**src/rtl/counter_bank_if.sv**
```systemverilog
// Counter bank bus: per-channel controls, packed limits/load data,
// and the registered counts, terminal-count and wrap flags.
interface counter_bank_if #(
  parameter int NUM_CH = 4,
  parameter int WIDTH  = 16
);
  logic [NUM_CH-1:0]       clr;
  logic [NUM_CH-1:0]       ld;
  logic [NUM_CH*WIDTH-1:0] ld_data;
  logic [NUM_CH-1:0]       inc;
  logic [NUM_CH*WIDTH-1:0] limit;
  logic [NUM_CH*WIDTH-1:0] cnt;
  logic [NUM_CH-1:0]       tc;
  logic [NUM_CH-1:0]       wrap;

  modport master (
    output clr, ld, ld_data, inc, limit,
    input  cnt, tc, wrap
  );

  modport slave (
    input  clr, ld, ld_data, inc, limit,
    output cnt, tc, wrap
  );
endinterface

```
**src/rtl/counter_bank.sv**
```systemverilog
// Bank of NUM_CH wrap-at-limit counters with clr/ld/inc per channel
// and an optional same-cycle ripple carry from channel i-1 into i.
module counter_bank #(
  parameter int              WIDTH     = 16,
  parameter int              NUM_CH    = 4,
  parameter bit              CASCADE   = 1'b0,
  parameter logic [WIDTH-1:0] RESET_VAL = '0
) (
  input logic           clk,
  input logic           rst_n,
  counter_bank_if.slave bus
);

  logic [WIDTH-1:0]  cnt_q [NUM_CH];
  logic [WIDTH-1:0]  cnt_d [NUM_CH];
  logic [NUM_CH-1:0] inc_eff;
  logic [NUM_CH-1:0] wev;
  logic [NUM_CH-1:0] wrap_q;
  logic              carry;
  logic              at_top;

  // Carry ripples through every channel within the same cycle.
  always_comb begin
    inc_eff = '0;
    wev     = '0;
    carry   = 1'b0;
    at_top  = 1'b0;
    for (int i = 0; i < NUM_CH; i++) begin
      cnt_d[i]   = cnt_q[i];
      inc_eff[i] = bus.inc[i] | (CASCADE & carry);
      at_top     = (cnt_q[i] == bus.limit[i*WIDTH +: WIDTH]) ||
                   (cnt_q[i] == {WIDTH{1'b1}});
      wev[i]     = inc_eff[i] & ~bus.clr[i] & ~bus.ld[i] & at_top;
      if (bus.clr[i])
        cnt_d[i] = '0;
      else if (bus.ld[i])
        cnt_d[i] = bus.ld_data[i*WIDTH +: WIDTH];
      else if (inc_eff[i])
        cnt_d[i] = wev[i] ? '0 : cnt_q[i] + 1'b1;
      carry = wev[i];
    end
  end

  always_ff @(posedge clk or negedge rst_n) begin
    if (!rst_n) begin
      for (int i = 0; i < NUM_CH; i++)
        cnt_q[i] <= RESET_VAL;
      wrap_q <= '0;
    end else begin
      for (int i = 0; i < NUM_CH; i++)
        cnt_q[i] <= cnt_d[i];
      wrap_q <= wev;
    end
  end

  always_comb begin
    bus.cnt = '0;
    bus.tc  = '0;
    for (int i = 0; i < NUM_CH; i++) begin
      bus.cnt[i*WIDTH +: WIDTH] = cnt_q[i];
      bus.tc[i] = (cnt_q[i] == bus.limit[i*WIDTH +: WIDTH]);
    end
  end

  assign bus.wrap = wrap_q;

endmodule

```
**src/flat_wrapper.sv**
```systemverilog
// flat-port wrapper written by rule: the top's interface ports become plain ports
module counter_bank_flat 
#(
  parameter int              WIDTH     = 16,
  parameter int              NUM_CH    = 4,
  parameter bit              CASCADE   = 1'b0,
  parameter logic [WIDTH-1:0] RESET_VAL = '0
)
  (clk, rst_n, bus_clr, bus_ld, bus_ld_data, bus_inc, bus_limit, bus_cnt, bus_tc, bus_wrap);
  counter_bank_if #(.NUM_CH(NUM_CH), .WIDTH(WIDTH)) bus_i ();
  input logic clk;
  input logic rst_n;
  input wire logic [$bits(bus_i.clr)-1:0] bus_clr;
  input wire logic [$bits(bus_i.ld)-1:0] bus_ld;
  input wire logic [$bits(bus_i.ld_data)-1:0] bus_ld_data;
  input wire logic [$bits(bus_i.inc)-1:0] bus_inc;
  input wire logic [$bits(bus_i.limit)-1:0] bus_limit;
  output wire logic [$bits(bus_i.cnt)-1:0] bus_cnt;
  output wire logic [$bits(bus_i.tc)-1:0] bus_tc;
  output wire logic [$bits(bus_i.wrap)-1:0] bus_wrap;
  assign bus_i.clr = bus_clr;
  assign bus_i.ld = bus_ld;
  assign bus_i.ld_data = bus_ld_data;
  assign bus_i.inc = bus_inc;
  assign bus_i.limit = bus_limit;
  assign bus_cnt = bus_i.cnt;
  assign bus_tc = bus_i.tc;
  assign bus_wrap = bus_i.wrap;
  counter_bank #(.WIDTH(WIDTH), .NUM_CH(NUM_CH), .CASCADE(CASCADE), .RESET_VAL(RESET_VAL)) u_core (.clk(clk), .rst_n(rst_n), .bus(bus_i));
endmodule
```
**config.mk**
```make
export PLATFORM = sky130hd
export DESIGN_NAME = counter_bank_flat
export DESIGN_NICKNAME = d
export VERILOG_FILES = /design/src/rtl/counter_bank_if.sv /design/src/rtl/counter_bank.sv /design/src/flat_wrapper.sv
export SDC_FILE = /design/constraint.sdc
export NUM_CORES = 1
export LEC_CHECK = 0
export CAP_MARGIN = 20
export CELL_PAD_IN_SITES_DETAIL_PLACEMENT = 0
export CELL_PAD_IN_SITES_GLOBAL_PLACEMENT = 1
export CORE_MARGIN = 2
export CORE_UTILIZATION = 31
export DETAILED_ROUTE_END_ITERATION = 7
export PLACE_DENSITY = 0.86
export SYNTH_ARGS = -nofsm -noshare
export SYNTH_HDL_FRONTEND = slang
export SYNTH_SLANG_ARGS = --single-unit
```
**constraint.sdc**
```tcl
create_clock -name clk -period 2.8 [get_ports clk]
set_clock_uncertainty 0.15 [all_clocks]
set_input_delay 0.28 -clock clk [delete_from_list [all_inputs] [get_ports clk]]
set_output_delay 0.28 -clock clk [all_outputs]
set_load 0.01 [all_outputs]
```
* Word-level counts from Yosys, hierarchy flattened
Index checks and enable logic that the tools add are counted.
** Storage, ports and cells
- Output and inout port bits :: 72
- Bits in read-only memories :: 0
- Latch bits :: 0
- Bits in writable memories :: 0
- Memories :: 0
- Flip-flop bits (word level) :: 68
- Word-level logic and storage cells :: 61
** Operators by class
- Multiply operators :: 0
- Muxes and demuxes :: 16
- Bitwise gates (word level) :: 20
- Magnitude comparators :: 0
- $add $sub $neg :: 4
- Eq/ne operators :: 8
- Shifts and indexed selects :: 0
- Reductions and logical operators :: 8
- Div/mod/pow operators :: 0
** Operators with widths (count)
- two-way mux 16 bit :: 16
- adder 16 x 1 -> 16 bit, second input constant :: 4
- equality test 16 bit :: 4
- equality test 16 bit, second input constant :: 4
- AND 1 bit :: 12
- nonzero test 3 bit :: 4
- inverter 1 bit :: 8
- logical OR 1 bit :: 4

* Logic depth before layout (Yosys ltp)
Gate-level depths: netlist of run 1.
- Depth after elaboration :: 8
- Depth in mapped cells :: 8
- Depth with buffers taken out :: 7

* Worst setup path before layout of run 1
Ideal clock, no wire load.
- Kind :: reg2reg
- Start :: reg u_core.cnt_q, in the netlist u_core.bus.cnt[48]
- End :: reg u_core.cnt_q, in the netlist u_core.bus.cnt[55]
- Cell stages (with the launch flop) :: 9
- Data required time :: 2.546 ns
- Arrival :: 1.908 ns
- Library setup time :: 0.104 ns
- Buffers on the path :: 1
- Clock period less this slack :: 2.162 ns
- Path slack :: 0.638 ns
- Cells stage by stage :: dfrtp_1 ha_1 nand3_1 nor4_1 and4_4 buf_6 nor4_4 nand2_4 o311ai_1
** Between the ends
- Word-level cells in the longest chain between the ends :: 7
- Elaborated cells between the ends (all ways) :: 9
- Those cells by class :: add/sub: 1; eq/ne: 2; mux: 4; bitwise: 1; reduce/logical: 1
** RTL lines
- start: declaration :: line counter_bank.sv:14 : logic [WIDTH-1:0] cnt_q [NUM_CH];
- start signal: indexed assignment :: line counter_bank.sv:51 : cnt_q[i] <= cnt_d[i];
- branches (longest 3 deep; another with adder 16 x 1 -> 16 bit)
- two-way mux 16 bit (*) :: line counter_bank.sv:39 : cnt_d[i] = wev[i] ? '0 : cnt_q[i] + 1'b1;
- two-way mux 16 bit (*) :: line counter_bank.sv:38 : else if (inc_eff[i])
- two-way mux 16 bit (*) :: line counter_bank.sv:36 : else if (bus.ld[i])
- two-way mux 16 bit (*) :: line counter_bank.sv:34 : if (bus.clr[i])
Every way passes the cells marked *. The select of a mux whose other input is x is not followed.
A chain may end at the register's enable or synchronous reset.

* Final worst setup path of run 1
- Start :: reg u_core.cnt_q, in the netlist u_core.bus.cnt[3]
- End :: out bus_tc[0]
** Between the ends
- Word-level cells in the longest chain between the ends :: 1
** RTL lines
- equality test 16 bit :: line counter_bank.sv:61 : bus.tc[i] = (cnt_q[i] == bus.limit[i*WIDTH +: WIDTH]);
- end: declaration :: line flat_wrapper.sv:19 : output wire logic [$bits(bus_i.tc)-1:0] bus_tc;
Every way passes these cells.

==> results of run 1 <==
## synth_stat cells, types with 3 or more instances
library cell,instances
ha_1,4
nand3_1,32
nor4_2,3
nor3b_1,7
nor2_1,39
and3_1,8
nor4_4,4
nand2_1,69
buf_2,11
dfrtp_1,68
inv_1,24
nand4_1,30
xnor2_1,67
a22oi_1,26
nand2b_1,4
a32oi_1,4
o21ai_0,29
mux2i_1,3
or3_1,5
clkbuf_1,17
nor4_1,10
buf_6,4
nor2b_1,7
o311ai_1,7
a31oi_1,3
a21oi_1,26
a221oi_1,4
nand3b_1,3
or2_1,3
o211ai_1,4
nor3_1,18
o21ai_1,23
and2_1,6
## layout by cell type, fill, tap and decap left out, types with 5 or more instances in the layout
cell type        count
nor4_1              10
dfrtp_1             68
nor3b_1              7
o311ai_1             7
nor3_1              18
xnor2_1             67
inv_1               24
nor2_1              39
a21oi_1             26
and3_1               8
and2_1               6
clkdlybuf4s50_1    212
nand3_1             32
buf_4               29
nand4_1             30
o21ai_1             23
nor2b_1              7
clkbuf_16            9
nand2_1             69
or3_1                5
a22oi_1             26
o21ai_0             29
## metal layers
layer	up-vias	part of all wire (%)	wire length [µm]	GRT usage (%)
li1	2716	-	-	-
met1	2635	46	8060	27.6
met2	191	47	8190	32.6
met3	12	6.2	1100	4.29
met4	0	1.2	204	6.03
met5	-	0	0	0
## stage by stage
| stage | instances | hold WS [ns] |
|---|---|---|
| 6_report | 1061 | 0.333 |
| 5_1_grt | 1061 | 0.353 |
| 4_1_cts | 1061 | 0.322 |
| 3_5_place_dp | 1044 | 0.195 |
| 3_3_place_gp | 1044 | 0.199 |
| 2_1_floorplan | 617 | -0.166 |
## worst max-delay path by stage
stage                     cells past startpoint               start  slack (ns)            endpoint
final                                         4   u_core.bus.cnt[3]        0.10           bus_tc[0]
after floorplan                               8  u_core.bus.cnt[48]        0.64  u_core.bus.cnt[55]
after detailed placement                      5        bus_limit[8]        0.24           bus_tc[0]
after global placement                        5        bus_limit[5]        0.29           bus_tc[0]
after global routing                          4   u_core.bus.cnt[8]        0.02           bus_tc[0]
after CTS                                     4   u_core.bus.cnt[3]        0.09           bus_tc[0]
## cells by family (layout without fill, tap and decap cells)
kind of cell	Yosys count	count (layout)	synth area share (%)
buffers and inverters	56	284	4.96
xor gates and xnor gates	70	70	12.1
adders and majority gates	4	4	0.978
and+or+nand+nor	265	265	28.6
muxes	4	4	0.807
DFF	68	68	33.3
AOI/OAI and AO/OA	150	150	19.2
## flip-flops by register name (all words and copies together) (netlist names)
| register | flops |
|---|---|
| u_core.bus.cnt | 64 |
| u_core.bus.wrap | 4 |
## where the power goes
part	switching (mW)	internal [mW]	total, mW
Combinational	0.334	0.484	0.818
Clock	0.451	0.850	1.30
Sequential	0.139	1.05	1.19
## final cells by class
type                            count  area, µm²  area share [%]
Multi-Input combinational cell    493       3160            39.8
Clock inverter                      4       70.1           0.883
Clock buffer                       12        267            3.36
Timing Repair Buffer              244       2370            29.9
Sequential cell                    68       1700            21.4
Tap cell                          216        270            3.41
Inverter                           24       90.1            1.14
## worst max-delay path: cells and delay by family (launching register included)
| kind | cells | cell delay [ns] |
|---|---|---|
| xor+xnor | 1 | 0.22 |
| buf+inv | 1 | 0.61 |
| flops | 1 | 0.48 |
| simple gates | 2 | 0.62 |
==> out/metrics.yaml, run 1 <==
maxCapViolCount: 0
synthDistinctLibCells: 66
irDropWorstVdd_uv: 254
cts_tree: "yes"
clock_sinks: 68
dieArea_mm2: 0.0175
ys_ff_latch: 68
grt_first_pass_wirelength_mm: 29.2
syn_area_mm2: 0.00512
dp_slack_ns: 0.243
syn_nets: 763
cp_data_required_time_ns: 2.37
reg2reg_depth: 8
dp_hpwl_mm: 13.3
ys_async_sr_fraction_pct: 100
reg2reg_from: "u_core.bus.cnt[49]"
ioPinCount: 214
worst_skew_pair.late_latency_ns: 0.34
fin_crit_ns: 2.70
grt_max_degree: 69
setup_viol: 0
antenna_found_initial: 0
critPathKind: "reg -> out"
min_from: "bus_ld_data[37]"
clkTransAtPathRegs_ns: 0.06
ys_seq_area_share_pct: 33.3
drv_slew: 0
cts_buffers: 9
reg2reg_setup_slack_ns: 0.43
gp_congestion: 0.850
status: "complete, no violations"
placed_area_mm2: 0.00759
htreeDepth: 3
yosysWarnings: 0
start_util_pct: 32.0
pwr_density_cell_mw_per_mm2: 417
cts.path.max_buffers: 2
core_mm2: 0.0160
fp.dieH_um: 132
fmax_ghz: 0.371
tns_ns: 0
post-cts-setup-buffers: 0
cp_max_fo: 7
vias: 5554
root_buffer: "clkbuf_16"
fp-row-count: 46
synth_top_area_share_pct: 33.3
die_x_um: 132
syn_to_final_growth_pct: 55.1
drive_gt1_share_pct: 7.57
cpPeakStageDelay_ns: 0.61
synth_top_flop_cell: "dfrtp_1"
crit_slowest_cell: "clkdlybuf4s50_1"
fill_cells: 1580
cts_resized: 0
ys_top_cells_by_area: "dfrtp_1 (33%), xnor2_1 (11%), nand2_1 (5.1%), a22oi_1 (3.8%), nand4_1 (3.7%)"
r2r-end: "u_core.bus.cnt[58]"
final_nets: 986
total_power_mw: 3.31
fin_ws_ns: 0.102
crit_path_end_kind: "output port"
worst_pin_slew_ns: 0.642
port_buffers: 213
crit_chain: "xnor2_1 -> nand4_1 -> nor4_4 -> clkdlybuf4s50_1"
drc: 0
grt_pass1_vias: 5539
post-route-util_pct: 49.6
hold_buffers: 1
vias_per_cell: 5.23
min_period_over_period_pct: 96.4
hold_viol_final: 0
yosys.area.top_type: "dfrtp_1"
grt_usage_pct: 20.3
synthCells: 617
syn_avg_cell_area_um2: 8.29
hp-class: "in -> reg"
p_leak_nw: 2.93
drt_iter0_markers: 327
max_slew_margin_pct: 56.8
drtAntennaViolNets: 0
grt.overflow.total: 0
insertedDiodeCount: 0
routed_wirelength_mm: 17.6
first_pass_iters: 5
start_kind: "flip-flop"
rsz0062_at_grt: "no"
arrival_ns: 2.27
routedWlPerCell_um: 16.5
hold_path_end: "u_core.bus.cnt[37]"
finalInstanceArea_mm2: 0.00793
holdPathStages: 3
synth_edf_count: 0
Power figures use the tool's default switching activity.
==> run 2, diff against run 1 <==
SKIP_CTS_REPAIR_TIMING = 1   (was default)
==> out/metrics.yaml, run 2 (synthesis gave the netlist of run 1 again) <==
min_period_over_period_pct: 96.4  # about the same
layout_commonest_cell: "clkdlybuf4s50_1"
critPathKind: "reg -> out"
drv_slew: 0  # unchanged
rsz0062_at_grt: "no"
clock_sinks: 68  # unchanged
setup_viol: 0  # unchanged
grt_first_pass_wirelength_mm: 29.2  # about the same
fp.dieH_um: 132  # unchanged
pwr_density_cell_mw_per_mm2: 417  # about the same
dp_hpwl_mm: 13.3  # unchanged
tns_ns: 0  # unchanged
largest_reg_flops: 64  # unchanged
port_buffers: 213  # unchanged
gp_congestion: 0.850  # unchanged
die_x_um: 132  # unchanged
hold_viol_final: 0  # unchanged
grt_usage_pct: 20.3  # about the same
clkTransAtPathRegs_ns: 0.06  # about the same
grt_pass1_vias: 5536  # -0.054%
fin_crit_ns: 2.70  # -0.0000360 ns
routedWlPerCell_um: 16.6  # about the same
maxCapViolCount: 0  # unchanged
p_leak_nw: 2.93  # unchanged
ioPinCount: 214  # unchanged
cp_data_required_time_ns: 2.37  # about the same
fill_cells: 1580  # unchanged
final_nets: 986  # unchanged
cp_max_fo: 7  # unchanged
routed_wirelength_mm: 17.6  # about the same
insertedDiodeCount: 0  # unchanged
cts_tree: "yes"
start_kind: "flip-flop"
start_util_pct: 32.0  # unchanged
dieArea_mm2: 0.0175  # unchanged
status: "complete, no violations"
crit_path_end_kind: "output port"
layout_common_cells: "clkdlybuf4s50_1 (212), nand2_1 (69), dfrtp_1 (68)"
drive_gt1_share_pct: 7.57  # unchanged
whs_ns: 0.333  # +0.0000380 ns
irDropWorstVdd_uv: 254  # about the same
drtAntennaViolNets: 0  # unchanged
fp-row-count: 46  # unchanged
arrival_ns: 2.27  # about the same
syn_to_final_growth_pct: 55.1  # unchanged
cts_buffers: 9  # unchanged
htreeDepth: 3  # unchanged
vias: 5557  # +0.054%
grt_max_degree: 69  # unchanged
drc: 0  # unchanged
worst_skew_pair.late_latency_ns: 0.34  # about the same
wl_met2_mm: 8.19  # about the same
antenna_found_initial: 0  # unchanged
first_pass_iters: 5  # unchanged
worst_pin_slew_ns: 0.642  # -0.00000161 ns
vias_per_cell: 5.24  # about the same
top_layer_used: "met4"
max_slew_margin_pct: 56.8  # about the same
grt.overflow.total: 0  # unchanged
fmax_ghz: 0.371  # about the same
cts.path.max_buffers: 2  # unchanged
dr_wl_met3_mm: 1.09  # -0.73%
hp-class: "in -> reg"
wl_met1_mm: 8.09  # +0.26%
core_mm2: 0.0160  # unchanged
drt_iter0_markers: 327  # unchanged
root_buffer: "clkbuf_16"
-- run 2: final timing paths --
path,slack [ns],end,cells past startpoint,startpoint
worst max-delay path,0.10,bus_tc[0],4,u_core.bus.cnt[3]
worst min-delay path,0.33,u_core.bus.cnt[37],3,bus_ld_data[37]
worst max register to register,0.43,u_core.bus.cnt[58],8,u_core.bus.cnt[49]
worst min register to register,0.45,u_core.bus.cnt[60],1,u_core.bus.cnt[60]
max in group asynchronous,1.84,u_core.bus.cnt[40],3,rst_n
min in group asynchronous,0.35,u_core.bus.wrap[3],3,rst_n
-- run 2: cell type report --
class	count	area (µm²)	share of cell area, %
clock buffer	12	267	3.36
timing repair buffer	244	2370	29.9
tap	216	270	3.41
multi-input combinational	493	3160	39.8
sequential	68	1700	21.4
inverter	24	90.1	1.14
clock inverter	4	70.1	0.883
-- run 2: critical path: stages (launching register included) --
cell and delay [ns]:
dfrtp_1 0.48, xnor2_1 0.22, nand4_1 0.21, nor4_4 0.41, clkdlybuf4s50_1 0.61
-- run 2: stage by stage --
stage | cells | utilization (%) | instance area [µm²] | power, mW | setup slack (ns)
6_report | 1061 | 49.6 | 7930 | 3.31 | 0.102
5_1_grt | 1061 | 49.6 | 7930 | 3.46 | 0.0186
4_1_cts | 1060 | 49.5 | 7920 | 3.35 | 0.0868
3_5_place_dp | 1044 | 47.4 | 7590 | 2.03 | 0.243
3_3_place_gp | 1044 | 47.4 | 7590 | 2.02 | 0.285
2_1_floorplan | 617 | - | 5120 | 1.52 | 0.638
-- run 2: per-layer routing --
layer / up-vias / global-route usage, %
li1: 2716 / -
met1: 2638 / 27.6
met2: 191 / 32.6
met3: 12 / 4.25
met4: 0 / 6.03
met5: - / 0
-- run 2: report_power, final --
group	internal, mW	total (mW)	leakage (nW)	switching [mW]
Sequential	1.05	1.19	0.898	0.139
Combinational	0.484	0.818	1.87	0.334
Clock	0.850	1.30	0.169	0.451
==> run 3, diff against run 2 <==
CORE_UTILIZATION = 28   (was 31)
GPL_TIMING_DRIVEN = 0   (was default)
PLACE_DENSITY = 0.82   (was 0.86)
clock period = 2.2 ns   (was 2.8 ns; I/O delays follow)
==> out/metrics.yaml, run 3 (synthesis gave the netlist of run 1 again) <==
final_nets: 1040  # +5.5%
p_leak_nw: 3.30  # +12%
min_period_over_period_pct: 104
irDropWorstVdd_uv: 339  # +34%
insertedDiodeCount: 0  # unchanged
startpoint: "u_core.bus.cnt[42]"
routed_wirelength_mm: 19.0  # +7.9%
dp_hpwl_mm: 13.7  # +3.2%
dp_slack_ns: -0.617  # -0.860 ns
grt_usage_pct: 18.4  # -2.0 points
layout_commonest_cell: "clkdlybuf4s50_1"
pwr_density_cell_mw_per_mm2: 484  # +16%
arrival_ns: 1.92  # -0.35 ns
vias_per_cell: 5.15  # -1.6%
ioPinCount: 214  # unchanged
syn_to_final_growth_pct: 70.8
root_buffer: "clkbuf_16"
core_mm2: 0.0180  # +12%
total_power_mw: 4.23  # +28%
clock_sinks: 68  # unchanged
cp_data_required_time_ns: 1.83  # -0.54 ns
fp.dieH_um: 139  # +5.1%
critical_path.top_delay_family: "simple AND/OR/NAND/NOR gates"
vias: 5812  # +4.6%
status: "complete, but fails checks"
grt.overflow.total: 0  # unchanged
cts_buffers: 9  # unchanged
start_kind: "flip-flop"
fin_ws_ns: -0.0941  # -0.196 ns
hold_viol_final: 0  # unchanged
crit_chain: "xnor2_2 -> nand4_1 -> nor4_4 -> buf_6 -> buf_2"
largest_reg_flops: 64  # unchanged
finalInstanceArea_mm2: 0.00874  # +10%
drtAntennaViolNets: 0  # unchanged
placed_area_mm2: 0.00751  # -0.99%
worst_pin_slew_ns: 0.693  # +0.0511 ns
first_pass_iters: 4  # -1
fp-row-count: 49  # +6.5%
reg2reg_setup_slack_ns: -0.04  # -0.47 ns
gp_congestion: 0.873  # +2.7%
reg2reg_from: "u_core.bus.cnt[42]"
cp_num_buf_inv: 2  # +1
routedWlPerCell_um: 16.8  # +1.5%
cts.path.max_buffers: 2  # unchanged
drt_iter0_markers: 280  # -14%
htreeDepth: 3  # unchanged
hp-class: "in -> reg"
die_x_um: 139  # +5.1%
violations: "setup timing"
drive_gt1_share_pct: 21.6  # +14 points
cp_max_fo: 6  # -1
tns_ns: -0.190  # -0.190 ns
dp.cells: 1056  # +1.1%
fin_crit_ns: 2.29
cts_tree: "yes"
layout_common_cells: "clkdlybuf4s50_1 (203), nand2_1 (68), buf_4 (55)"
cpPeakStageDelay_ns: 0.47  # -0.14 ns
grt_first_pass_wirelength_mm: 28.9  # -0.87%
min_from: "bus_ld[1]"
fmax_ghz: 0.436
final_cells: 1128  # +6.3%
grt_pass1_vias: 5355  # -3.3%
post-route-util_pct: 48.6  # -0.94 points
rsz0062_at_grt: "yes"
port_buffers: 209  # -1.9%
dieArea_mm2: 0.0194  # +10%
start_util_pct: 28.5  # -3.5 points
drv_slew: 0  # unchanged
grt_max_degree: 40  # -42%
max_slew_margin_pct: 53.6  # -3.2 points
setup_viol: 4  # +4
crit_path_end_kind: "output port"
critPathKind: "reg -> out"
antenna_found_initial: 0  # unchanged
maxCapViolCount: 0  # unchanged
whs_ns: 0.117  # -0.216 ns
drc: 0  # unchanged
crit_slowest_cell: "dfrtp_1"
worst_skew_pair.late_latency_ns: 0.34  # about the same
clkTransAtPathRegs_ns: 0.06  # about the same
## run 3: changes by cell type in the layout (fill, tap and decap cells not counted), sizes merged
cell	before	now
clkbuf	12	29
buf	31	75
clkinvlp	0	1
bufinv	2	1
clkdlybuf4s50	212	203
dlymetal6s2s	0	2
## run 3: power by group
part | switching [mW] | internal (mW) | total [mW]
combinational | 0.477 | 0.695 | 1.17
sequential | 0.184 | 1.35 | 1.53
clock | 0.587 | 0.937 | 1.52
## run 3: final timing paths
check,cells past startpoint,end
max,5,bus_tc[2]
min,3,u_core.bus.cnt[21]
max reg2reg,9,u_core.bus.cnt[36]
min reg2reg,2,u_core.bus.cnt[4]
max in group asynchronous,3,u_core.bus.cnt[9]
min in group asynchronous,2,u_core.bus.cnt[20]
## run 3: area by class of cell
| type | instances | area (µm²) |
|---|---|---|
| fill | 1724 | 9230 |
| buffer | 25 | 146 |
| clock inverter | 4 | 47.5 |
| tap | 229 | 287 |
| sequential | 68 | 1750 |
| inverter | 24 | 90.1 |
| multi-input combinational | 493 | 3550 |
| clock buffer | 12 | 256 |
| timing repair buffer | 273 | 2610 |
## run 3: worst register-to-register path, stage by stage (launching register included)
cell,delay [ns]
dfrtp_1,0.47
xnor2_2,0.22
nand4_1,0.19
nor4_4,0.39
buf_6,0.18
buf_4,0.13
buf_6,0.10
nor3_1,0.05
o21ai_1,0.12
o311ai_1,0.11
## run 3: layer usage
metal  global-route usage [%]  vias up  share of wire (%)
li1                         -     2832                  -
met1                     25.9     2770                 47
met2                     29.0      194                 47
met3                     3.45       16                5.1
met4                     4.73        0                1.1
met5                        0        -                  0
